File: src/rtl/counter_pkg.sv
// Shared definitions for the general-purpose timing/event counter.
package counter_pkg;

  // Boundary behaviour selected by the mode input.
  localparam logic [1:0] MODE_WRAP    = 2'b00;
  localparam logic [1:0] MODE_SAT     = 2'b01;
  localparam logic [1:0] MODE_ONESHOT = 2'b10;
  localparam logic [1:0] MODE_WRAP_ALT = 2'b11;

  // Counter control states.
  typedef enum logic [1:0] {
    S_IDLE = 2'b00,
    S_RUN  = 2'b01,
    S_DONE = 2'b10
  } state_e;

  // Both 00 and 11 behave as wrap.
  function automatic logic mode_is_wrap(input logic [1:0] mode);
    return (mode == MODE_WRAP) || (mode == MODE_WRAP_ALT);
  endfunction

  // One-shot is the only mode that leaves RUN on its own.
  function automatic logic mode_is_oneshot(input logic [1:0] mode);
    return mode == MODE_ONESHOT;
  endfunction

endpackage

File: src/rtl/counter_prescale.sv
// Clock prescaler: emits a one-cycle tick every div+1 enabled cycles.
module counter_prescale #(
  parameter int unsigned PRESCALE_W = 4
) (
  input  logic                  clk,
  input  logic                  clr,
  input  logic                  en,
  input  logic                  clear,
  input  logic [PRESCALE_W-1:0] div,
  output logic                  tick
);

  localparam logic [PRESCALE_W-1:0] PreOne = PRESCALE_W'(1);

  logic [PRESCALE_W-1:0] pre_q, pre_d;

  // Tick when the phase reaches div; phase is frozen while disabled so a
  // stop/start resumes mid-period.
  always_comb begin
    tick  = en && (pre_q == div);
    pre_d = pre_q;
    if (clear) begin
      pre_d = '0;
    end else if (tick) begin
      pre_d = '0;
    end else if (en) begin
      pre_d = pre_q + PreOne;
    end
  end

  // Phase register.
  always_ff @(posedge clk or negedge clr) begin
    if (!clr) begin
      pre_q <= '0;
    end else begin
      pre_q <= pre_d;
    end
  end

endmodule

File: src/rtl/counter_gen.sv
// Parametrised load/start-stop counter with prescaler, direction, limit,
// wrap/saturate/one-shot modes and a registered terminal-count pulse.
module counter_gen
  import counter_pkg::*;
#(
  parameter int unsigned WIDTH      = 8,
  parameter int unsigned PRESCALE_W = 4
) (
  input  logic                  clk,
  input  logic                  clr,
  input  logic                  l,
  input  logic                  s_s,
  input  logic                  up_dn,
  input  logic [1:0]            mode,
  input  logic [WIDTH-1:0]      limit,
  input  logic [PRESCALE_W-1:0] div,
  input  logic [WIDTH-1:0]      d,
  output logic [WIDTH-1:0]      c,
  output logic                  tc,
  output logic                  running
);

  localparam logic [WIDTH-1:0] CntOne = WIDTH'(1);

  state_e           state_q, state_d;
  logic [WIDTH-1:0] c_q, c_d;
  logic             tc_q, tc_d;

  logic             in_run;
  logic             tick;
  logic             step;
  logic             at_bound;
  logic             hold;
  logic [WIDTH-1:0] boundary;
  logic [WIDTH-1:0] stepped;

  assign in_run = (state_q == S_RUN);

  counter_prescale #(
    .PRESCALE_W(PRESCALE_W)
  ) u_prescale (
    .clk  (clk),
    .clr  (clr),
    .en   (in_run),
    .clear(l),
    .div  (div),
    .tick (tick)
  );

  // Boundary detection and candidate next value for a count step.
  always_comb begin
    step     = in_run && tick && !l;
    // Up treats anything at or above limit as the boundary, so an out-of-range
    // load wraps back into range on the first step.
    at_bound = up_dn ? (c_q >= limit) : (c_q == '0);
    boundary = up_dn ? limit : '0;
    hold     = at_bound && !mode_is_wrap(mode);
    if (at_bound) begin
      stepped = up_dn ? '0 : limit;
    end else begin
      stepped = up_dn ? (c_q + CntOne) : (c_q - CntOne);
    end
  end

  // Next count value and terminal-count pulse; load has priority and never pulses.
  always_comb begin
    c_d  = c_q;
    tc_d = 1'b0;
    if (l) begin
      c_d = d;
    end else if (step && !hold) begin
      c_d  = stepped;
      tc_d = (stepped == boundary);
    end
  end

  // Control FSM next state.
  always_comb begin
    state_d = state_q;
    unique case (state_q)
      S_IDLE: begin
        if (s_s) state_d = S_RUN;
      end
      S_RUN: begin
        if (step && hold && mode_is_oneshot(mode)) begin
          state_d = S_DONE;
        end else if (!s_s) begin
          state_d = S_IDLE;
        end
      end
      S_DONE: begin
        if (l) state_d = S_IDLE;
      end
      default: state_d = S_IDLE;
    endcase
  end

  // State, count and tc registers.
  always_ff @(posedge clk or negedge clr) begin
    if (!clr) begin
      state_q <= S_IDLE;
      c_q     <= '0;
      tc_q    <= 1'b0;
    end else begin
      state_q <= state_d;
      c_q     <= c_d;
      tc_q    <= tc_d;
    end
  end

  assign c       = c_q;
  assign tc      = tc_q;
  assign running = in_run;

endmodule

File: config.mk
export PLATFORM = sky130hd
export DESIGN_NAME = counter_gen
export DESIGN_NICKNAME = d
export VERILOG_FILES = /design/src/rtl/counter_pkg.sv /design/src/rtl/counter_prescale.sv /design/src/rtl/counter_gen.sv
export SDC_FILE = /design/constraint.sdc
export NUM_CORES = 1
export LEC_CHECK = 0
export ABC_CLOCK_PERIOD_IN_PS = 5500
export BUFFER_PORTS_ARGS = -buffer_cell sky130_fd_sc_hd__buf_2
export CAP_MARGIN = 20
export CORE_ASPECT_RATIO = 1.75
export CORE_MARGIN = 5
export CORE_UTILIZATION = 35
export DETAILED_ROUTE_END_ITERATION = 7
export SYNTH_ARGS = -nofsm -noshare
export SYNTH_HDL_FRONTEND = slang
export SYNTH_SLANG_ARGS = --single-unit
export TNS_END_PERCENT = 50
File: constraint.sdc
create_clock -name clk -period 5.5 [get_ports clk]
set_clock_uncertainty 0.15 [all_clocks]
set_input_delay 0.55 -clock clk [delete_from_list [all_inputs] [get_ports clk]]
set_output_delay 0.55 -clock clk [all_outputs]
set_load 0.005 [all_outputs]
==> results.json, run 1 <==
{
  "fp.dieArea_um2": 6858,
  "ir_worst_vdd_uv": 73.87,
  "yosysTopAreaCell": "dfrtp_1",
  "min_path_type": "primary input to asynchronous set/reset pin",
  "synth_seq_cells": 15,
  "slew_viol_final": 0,
  "cts_tree": "done",
  "port_buffers": 36,
  "gr-usage-all-layers": 0.1713,
  "io_pins": 37,
  "n_antenna_cell": 0,
  "rsz0062_at_grt": "false",
  "p_comb_frac": 0.486,
  "first_global_vias": 1944,
  "fin_crit_ns": 3.617,
  "clock-sinks": 15,
  "start_util": 0.3557,
  "r2r_slack_ns": 2.06,
  "drive_gt1_frac": 0.2308,
  "r2r_end": "tc",
  "rows": 35,
  "numCtsBuffers": 3,
  "synth_cells": 225,
  "hold_violations": 0,
  "detail_route.wl_per_cell_um": 17.84,
  "drv_cap": 0,
  "async_reset_ff_frac": 1.000,
  "sw_frac_of_total": 0.4108,
  "ys_top_cells_by_count": "a21oi_1 (19), nor2_1 (19), inv_1 (18), ha_1 (16), nand2_1 (16)",
  "fillers": 541,
  "wl_um": 5620,
  "seq_area_frac_synth": 0.2042,
  "cts_setup_buffers": 0,
  "crit_path_max_fanout": 14,
  "cp.required_ns": 5.51,
  "slew_headroom": 0.5277,
  "outcome": "finished clean",
  "die_h_um": 105.9,
  "synth_edf_count": 0,
  "fin_nets": 305,
  "antenna_found_initial": 0,
  "r2r_cells": 9,
  "worst_setup_path_start_kind": "primary input",
  "clkLatencyLatePin_ns": 0.25,
  "p_sw_uw": 177.7,
  "ant_nets": 0,
  "yosysUniqueCellTypes": 64,
  "area_delta_synth_final_pct": 13.75,
  "synth.area.top_cells": "dfrtp_1 (20%), ha_1 (11%), a21oi_1 (5.2%), o211ai_1 (4.5%), nor2_1 (3.9%)",
  "via_per_inst": 6.175,
  "drc": 0,
  "clk_path_buf_depth": 2,
  "dp_hpwl_um": 4701,
  "synth_area_um2": 1838,
  "gr-total-overflow": 0,
  "hold_buffers": 0,
  "grt_first_pass_wirelength_um": 9225,
  "drtIter0Drc": 91,
  "synth_top_area_share": 0.2042,
  "synth.avg_cell_area_um2": 8.169,
  "r2r_start": "c[0]",
  "critPathKind": "primary input to flip-flop",
  "setup_viol": 0,
  "power_frac_seq": 0.312,
  "crit_start": "up_dn",
  "grt_max_degree": 16,
  "cts_resized": 0,
  "cp-end-kind": "flip-flop",
  "clkTransAtPathRegs_ns": 0.06,
  "clock.fmax_mhz": 276.5,
  "finalCritPeriodShare": 0.6576,
  "cts_root_buf": "clkbuf_8",
  "synth_fp_nets": 269,
  "power.leakage_nw": 0.8934,
  "pwr_density_cell_nw_per_um2": 206.9,
  "die_w_um": 64.78,
  "critPathArrivalTime_ns": 3.63,
  "first_pass_iters": 4,
  "htree_levels": 1,
  "placed_area_um2": 2046,
  "clkPwrFrac": 0.203,
  "worst_slew_pin_slew_ns": 0.7019,
  "vias": 1945,
  "internal_power_uw": 254.9,
  "core_um2": 5167,
  "stdcell_area_um2": 2091,
  "tns_ns": 0,
  "yosys_most_used_dff": "dfrtp_1",
  "place.gp.congestion": 0.9163,
  "yosys_warnings": 0
}
layout by cell type, fill, tap and decap left out, types with 2 or more instances in the layout:
cell,count
buf_2,36
a21oi_1,19
nor2_1,19
inv_1,18
nand2_1,16
ha_1,16
dfrtp_1,15
o21ai_0,13
o211ai_1,11
nand3_1,7
xnor2_1,5
a211oi_2,4
a31oi_1,4
o21a_1,4
o21ai_2,3
nor3b_1,3
o22ai_1,3
o2111ai_1,3
o32ai_1,3
a211oi_1,3
nor3_1,3
a22oi_1,3
clkbuf_8,3
nor2b_1,2
nand2b_1,2
nor4_1,2
a31o_2,2
o21ai_1,2
how the worst max path moves through the flow:
stage	to	slack, ns	cells past startpoint
global route	tc	1.70	10
finish	tc	1.88	9
detailed placement	tc	1.65	9
global placement	tc	1.70	10
floorplan	tc	2.48	8
CTS	tc	1.89	9
state kept, by name, indices dropped and copies added, names as in the netlist:
signal	cells
tc	1
u_prescale.pre_q	4
state_q	2
c	8
critical path: stages:
cell and delay (ns):
buf_2 0.23, clkinv_1 0.46, fa_1 0.63, or4b_1 0.54
nand3_1 0.10, o2111ai_1 0.11, a2111oi_1 0.58, o211ai_1 0.20
a211oi_2 0.23
cells by family after synthesis:
group	share of synthesized area
AO/OA/AOI/OAI	0.3778
AND/OR/NAND/NOR	0.2083
buffers and inverters	0.06126
adder cells (fa/ha/maj)	0.1198
flip-flops	0.2042
XOR/XNOR	0.02859
metrics by stage:
step | setup WS (ns) | hold WS, ns | std cells | util | power [mW]
after global routing | 1.699 | 0.08412 | 315 | 0.4046 | 0.4644
after global placement | 1.698 | 0.3074 | 311 | 0.3959 | 0.3438
final | 1.883 | 0.04242 | 315 | 0.4046 | 0.4326
after floorplan | 2.481 | 0.1044 | 225 | - | 0.2871
after detailed placement | 1.653 | 0.3077 | 311 | 0.3959 | 0.3464
after CTS | 1.895 | 0.05761 | 315 | 0.4046 | 0.4342
layer usage:
layer	up-vias	wire, um	share of wire	GRT usage
li1	939	-	-	-
met1	932	2006	0.36	0.1668
met2	58	3145	0.56	0.3363
met3	16	224	0.040	0.01386
met4	0	244	0.043	0.09531
met5	-	0	0	0
power by group through the flow:
stage	combinational [mW]	sequential, mW	clock [mW]
global placement	0.207	0.137	0
detailed placement	0.209	0.137	0
global route	0.236	0.137	0.0916
CTS	0.210	0.135	0.0888
finish	0.210	0.135	0.0876
floorplan	0.156	0.131	0
layout make-up:
class                      instances  area [um^2]  area share
multi-input combinational        186         1350      0.6457
clock buffer                       4        45.04     0.02154
sequential                        15        375.4      0.1795
timing repair buffer              36        180.2     0.08618
inverter                          19        71.32     0.03411
tap                               55        68.82     0.03291
Power figures use the tool's default switching activity.
==> run 2, diff against run 1 <==
ABC_AREA = 1   (was not set)
ABC_CLOCK_PERIOD_IN_PS = 3000   (was 5500)
clock period = 3 ns   (was 5.5 ns; I/O delays follow)
==> results.json, run 2 <==
{
  "outcome": "finished clean",
  "post-route-util": 0.4202,
  "port_buffers": 36,
  "ys_top_cells_by_count": "nand2_1 (83), inv_1 (36), nand3_1 (24), nor2_1 (23), ha_1 (16)",
  "first_global_vias": 1783,
  "final_cells": 349,
  "cts_tree": "done",
  "hold_violations": 0,
  "start_util": 0.3577,
  "power_frac_seq": 0.332,
  "cts_setup_buffers": 0,
  "critPathKind": "flip-flop to flip-flop",
  "p_comb_frac": 0.450,
  "vias": 1746,
  "async_reset_ff_frac": 1.000,
  "sw_frac_of_total": 0.4046,
  "detail_route.wl_per_cell_um": 13.18,
  "numPlacedInstances": 344,
  "core_um2": 4624,
  "yosys_most_used_dff": "dfrtp_1",
  "fp.dieArea_um2": 6255,
  "crit_path_max_fanout": 15,
  "synth_fp_nets": 301,
  "synth_seq_cells": 15,
  "via_per_inst": 5.003,
  "clkLatencyLatePin_ns": 0.25,
  "clock.fmax_mhz": 390.0,
  "min_path_type": "primary input to flip-flop",
  "yosys_warnings": 0,
  "power.leakage_nw": 1.135,
  "cp-end-kind": "flip-flop",
  "fin_nets": 342,
  "critPathArrivalTime_ns": 2.59,
  "antenna_found_initial": 0,
  "synth.avg_cell_area_um2": 6.436,
  "r2r_cells": 17,
  "internal_power_uw": 448.1,
  "clkPwrFrac": 0.217,
  "seq_area_frac_synth": 0.2269,
  "drtIter0Drc": 21,
  "numCtsBuffers": 3,
  "yosysUniqueCellTypes": 32,
  "setup_viol": 0,
  "rows": 33,
  "dp_hpwl_um": 3888,
  "drv_cap": 0,
  "clock-sinks": 15,
  "grt_max_degree": 16,
  "gr-usage-all-layers": 0.1628,
  "gr-total-overflow": 0,
  "stdcell_area_um2": 1943,
  "clkTransAtPathRegs_ns": 0.06,
  "first_pass_iters": 4,
  "clk_path_buf_depth": 2,
  "area.sequential_um2": 375.4,
  "synth_top_area_share": 0.2269,
  "pwr_density_cell_nw_per_um2": 387.3,
  "slew_headroom": 0.6513,
  "synth_cells": 257,
  "layout_commonest_cell": "nand2_1",
  "largest_register_ffs": 8,
  "final_cell_mix": "nand2_1 (83), inv_1 (36), buf_2 (36)",
  "cts_resized": 0,
  "die_w_um": 61.97,
  "yosysTopAreaCell": "dfrtp_1",
  "fin_crit_ns": 2.564,
  "htree_levels": 1,
  "cp.required_ns": 3.02,
  "finalCritPeriodShare": 0.8548,
  "synth_edf_count": 0,
  "worstHoldPathCells": 3,
  "wl_um": 4601,
  "rsz0062_at_grt": "false",
  "fillers": 523,
  "p_sw_uw": 304.5,
  "slew_viol_final": 0,
  "placed_area_um2": 1888,
  "synth_area_um2": 1654,
  "drive_gt1_frac": 0.1818,
  "worst_setup_path_start_kind": "flip-flop",
  "yosysMostFrequentCell": "nand2_1",
  "ir_worst_vdd_uv": 253.9,
  "ant_nets": 0,
  "cts_root_buf": "clkbuf_8",
  "synth.area.top_cells": "dfrtp_1 (23%), nand2_1 (19%), ha_1 (12%), inv_1 (8.2%), nand3_1 (7.3%)",
  "place.gp.congestion": 0.9367,
  "tns_ns": 0,
  "worst_slew_pin_slew_ns": 0.5176,
  "n_antenna_cell": 0,
  "io_pins": 37,
  "drc": 0,
  "area_delta_synth_final_pct": 17.47,
  "multiInputGateArea_um2": 1114,
  "die_h_um": 100.9,
  "grt_first_pass_wirelength_um": 7686
}
-- run 2: changes by cell type in the layout (fill, tap and decap cells not counted), sizes merged, moves of 4 or more --
cell / before / now
xnor2: 5 / 1
nor2: 19 / 25
nand2: 16 / 89
a21oi: 19 / 11
o211ai: 12 / 1
a211oi: 7 / 0
inv: 18 / 38
nand3: 7 / 24
o21ai: 19 / 7
xor2: 1 / 7
nor3b: 4 / 0
-- run 2: metal layers --
metal / vias to the layer above / wire, um / global-route usage
li1: 909 / - / -
met1: 775 / 1696 / 0.1703
met2: 49 / 2529 / 0.2947
met3: 13 / 182 / 0.01154
met4: 0 / 193 / 0.09804
met5: - / 0 / 0
-- run 2: what timing repair did --
item	CTS	global route
endpoints found under the setup margin	0	0
endpoints found under the hold margin	15	0
hold buffers	1	0
-- run 2: power groups by stage --
| stage | sequential, mW | combinational, mW | clock (mW) |
|---|---|---|---|
| CTS | 0.250 | 0.343 | 0.166 |
| finish | 0.250 | 0.339 | 0.164 |
| global route | 0.254 | 0.391 | 0.179 |
| global placement | 0.254 | 0.339 | 0 |
| floorplan | 0.245 | 0.244 | 0 |
| detailed placement | 0.254 | 0.339 | 0 |
-- run 2: per-stage QoR --
stage / power, mW / hold slack [ns] / worst slack, ns
after global placement: 0.5933 / 0.08030 / 0.4414
final: 0.7526 / 0.1246 / 0.4356
after floorplan: 0.4897 / -0.1456 / 0.9007
after CTS: 0.7591 / 0.1279 / 0.3966
after global routing: 0.8240 / 0.1437 / 0.1461
after detailed placement: 0.5928 / 0.07966 / 0.4239
-- run 2: critical path, stage by stage, from the launching register on --
cell     delay (ns)
dfrtp_1        0.45
inv_1          0.14
ha_1           0.31
inv_1          0.05
nand2_1        0.04
nand2_1        0.05
nand2_1        0.05
nand2_1        0.05
nand2_1        0.10
nand2_1        0.10
nand2_2        0.15
nand2_4        0.21
inv_1          0.12
o21ai_0        0.12
nand2_1        0.11
nand2_1        0.07
nand2_1        0.06
nor3_2         0.17
-- run 2: logic make-up after synthesis --
kind of cell               synth area share
and+or+nand+nor                      0.3994
xor gates and xnor gates            0.04236
AOI/OAI and AO/OA                   0.09834
DFF                                  0.2269
adders and majority gates            0.1331
buffers and inverters               0.09984
-- run 2: final timing paths --
path,start,endpoint,slack [ns]
max,c[0],tc,0.44
min,d[7],c[7],0.12
max reg2reg,c[0],tc,0.44
min reg2reg,state_q[0],state_q[0],0.40
max in group asynchronous,clr,c[0],2.11
min in group asynchronous,clr,state_q[0],0.33
-- run 2: layout make-up --
class	instances	area share
clock buffer	4	0.02318
timing repair buffer	38	0.1017
sequential	15	0.1932
multi-input combinational	201	0.5731
tap	52	0.03348
inverter	39	0.07534
==> run 3, diff against run 2 <==
CORE_ASPECT_RATIO = 0.7   (was 1.75)
SYNTH_HIERARCHICAL = 1   (was not set)
==> results.json, run 3 <==
{
  "slew_viol_final": 0,
  "setup_viol": 0,
  "fin_crit_ns": 2.277,
  "yosys_most_used_dff": "dfrtp_1",
  "synthAdderAreaFrac": 0.1341,
  "p_comb_frac": 0.431,
  "detail_route.wl_per_cell_um": 11.99,
  "synth.avg_cell_area_um2": 6.035,
  "via_per_inst": 4.691,
  "hold_violations": 0,
  "drtIter0Drc": 75,
  "power.leakage_nw": 1.174,
  "synth_top_area_share": 0.2561,
  "n_antenna_cell": 0,
  "clkPwrFrac": 0.223,
  "wl_um": 4388,
  "clk_path_buf_depth": 2,
  "async_reset_ff_frac": 1.000,
  "gr-usage-all-layers": 0.1512,
  "synth_area_um2": 1642,
  "area_delta_synth_final_pct": 17.91,
  "yosysTopAreaCell": "nand2_1",
  "first_global_vias": 1559,
  "clkTransAtPathRegs_ns": 0.06,
  "p_sw_uw": 292.9,
  "gr-total-overflow": 0,
  "drv_cap": 0,
  "synth_fp_nets": 316,
  "pwr_density_cell_nw_per_um2": 377.3,
  "cts_root_buf": "clkbuf_8",
  "synth_mux_area_frac": 0,
  "largest_register_ffs": 8,
  "synth_compound_area_frac": 0.06021,
  "critPathKind": "flip-flop to flip-flop",
  "core_um2": 4429,
  "htree_levels": 1,
  "placed_area_um2": 1879,
  "crit_path_max_fanout": 12,
  "drc": 0,
  "synth_top_family_by_area": "simple AND/OR/NAND/NOR gates",
  "grt_first_pass_wirelength_um": 7396,
  "rows": 20,
  "fp.dieArea_um2": 6182,
  "endpoint": "tc",
  "vias": 1717,
  "worst_setup_path_start_kind": "flip-flop",
  "worst_slew_pin_slew_ns": 0.3611,
  "cts_tree": "done",
  "fin_nets": 356,
  "synth.area.top_cells": "nand2_1 (26%), dfrtp_1 (23%), ha_1 (12%), inv_1 (8.7%), nand3_1 (8.5%)",
  "final_cell_mix": "nand2_1 (112), inv_1 (38), buf_2 (36)",
  "numCtsBuffers": 3,
  "clock.fmax_mhz": 439.2,
  "clock-sinks": 15,
  "first_pass_iters": 4,
  "cp.required_ns": 3.03,
  "cts_resized": 0,
  "synth_edf_count": 0,
  "crit_start": "c[0]",
  "grt_max_degree": 17,
  "outcome": "finished clean",
  "r2r_cells": 18,
  "ys_top_cells_by_count": "nand2_1 (112), inv_1 (38), nand3_1 (28), nor2_1 (19), ha_1 (16)",
  "drive_gt1_frac": 0.1672,
  "synthXorXnorAreaFrac": 0.03735,
  "synth_cells": 272,
  "critPathArrivalTime_ns": 2.31,
  "power_frac_seq": 0.346,
  "yosysUniqueCellTypes": 25,
  "clkLatencyLatePin_ns": 0.25,
  "internal_power_uw": 437.4,
  "dp_hpwl_um": 3690,
  "synth_seq_cells": 15,
  "yosys_warnings": 6,
  "die_h_um": 67.30,
  "r2r_end": "tc",
  "seq_area_frac_synth": 0.2287,
  "start_util": 0.3706,
  "finalCritPeriodShare": 0.7590,
  "stdcell_area_um2": 1936,
  "r2r_start": "c[0]",
  "tns_ns": 0,
  "place.gp.congestion": 0.8184,
  "antenna_found_initial": 0,
  "cts_setup_buffers": 0,
  "layout_commonest_cell": "nand2_1",
  "io_pins": 37,
  "synthSimpleGateAreaFrac": 0.4299,
  "min_path_type": "primary input to flip-flop",
  "port_buffers": 36,
  "die_w_um": 91.86,
  "cp-end-kind": "flip-flop",
  "r2r_slack_ns": 0.72,
  "rsz0062_at_grt": "false",
  "slew_headroom": 0.7584,
  "ant_nets": 0,
  "yosysMostFrequentCell": "nand2_1",
  "sw_frac_of_total": 0.4011,
  "ir_worst_vdd_uv": 169.7
}
run 3: worst min-delay path by stage:
| stage | start | end | slack, ns | cells after the start |
|---|---|---|---|---|
| final | d[1] | c[1] | 0.12 | 3 |
| after global routing | d[1] | c[1] | 0.13 | 3 |
| after CTS | d[7] | c[7] | 0.12 | 3 |
| after detailed placement | clr | c[5] | 0.07 | 1 |
| after global placement | clr | c[5] | 0.07 | 1 |
| after floorplan | clr | c[0] | -0.15 | 0 |
run 3: area by class of cell:
cell class | instances | area (um^2)
Clock buffer | 3 | 41.29
Fill cell | 488 | 2494
Clock inverter | 1 | 5.005
Inverter | 43 | 161.4
Sequential cell | 15 | 375.4
Timing Repair Buffer | 38 | 197.7
Tap cell | 55 | 68.82
Multi-Input combinational cell | 211 | 1086
run 3: kinds of logic (layout without fill, tap and decap cells):
family,Yosys count,in the layout
DFF,15,15
adders and majority gates,17,17
xor gates and xnor gates,7,7
AOI/OAI and AO/OA,17,17
buffers and inverters,46,85
and+or+nand+nor,170,170
run 3: metal layers:
metal	wire length, um	GRT usage	vias to the layer above
met5	0	0	-
met4	16	0.02407	0
met3	358	0.03898	4
met2	1672	0.2109	49
met1	2341	0.2330	736
li1	-	-	928
run 3: repair_timing:
item	4_1_cts	5_1_grt
setup endpoints to repair	0	0
endpoints found under the hold margin	15	0
hold buffers	1	0
run 3: worst max-delay path, cell delays in order, from the launching register on:
cell	delay, ns
dfrtp_1	0.45
inv_1	0.09
ha_1	0.28
inv_1	0.03
nand2_1	0.04
nand2_1	0.04
nand2_1	0.05
nand2_1	0.04
nand2_1	0.07
nand2_1	0.05
nand2_1	0.11
nand2_2	0.18
nand2_1	0.13
o21ai_0	0.12
nand2_1	0.08
nand2_1	0.05
nor2_1	0.10
nand2_1	0.05
nor2_1	0.10
run 3: power by group through the flow:
stage	Clock [mW]	Sequential, mW	Combinational (mW)
finish	0.163	0.252	0.315
global route	0.175	0.258	0.370
CTS	0.169	0.253	0.317
detailed placement	0	0.256	0.314
global placement	0	0.257	0.314
floorplan	0	0.248	0.224
run 3: through the flow:
step / cells / hold slack [ns] / total power, mW / setup slack (ns) / utilization
after floorplan: 272 / -0.1456 / 0.4723 / 1.015 / -
after global placement: 361 / 0.07063 / 0.5709 / 0.4756 / 0.4243
after detailed placement: 361 / 0.07476 / 0.5700 / 0.5077 / 0.4243
after CTS: 366 / 0.1181 / 0.7380 / 0.7034 / 0.4370
after global routing: 366 / 0.1298 / 0.8027 / 0.4230 / 0.4370
final: 366 / 0.1224 / 0.7303 / 0.7230 / 0.4370
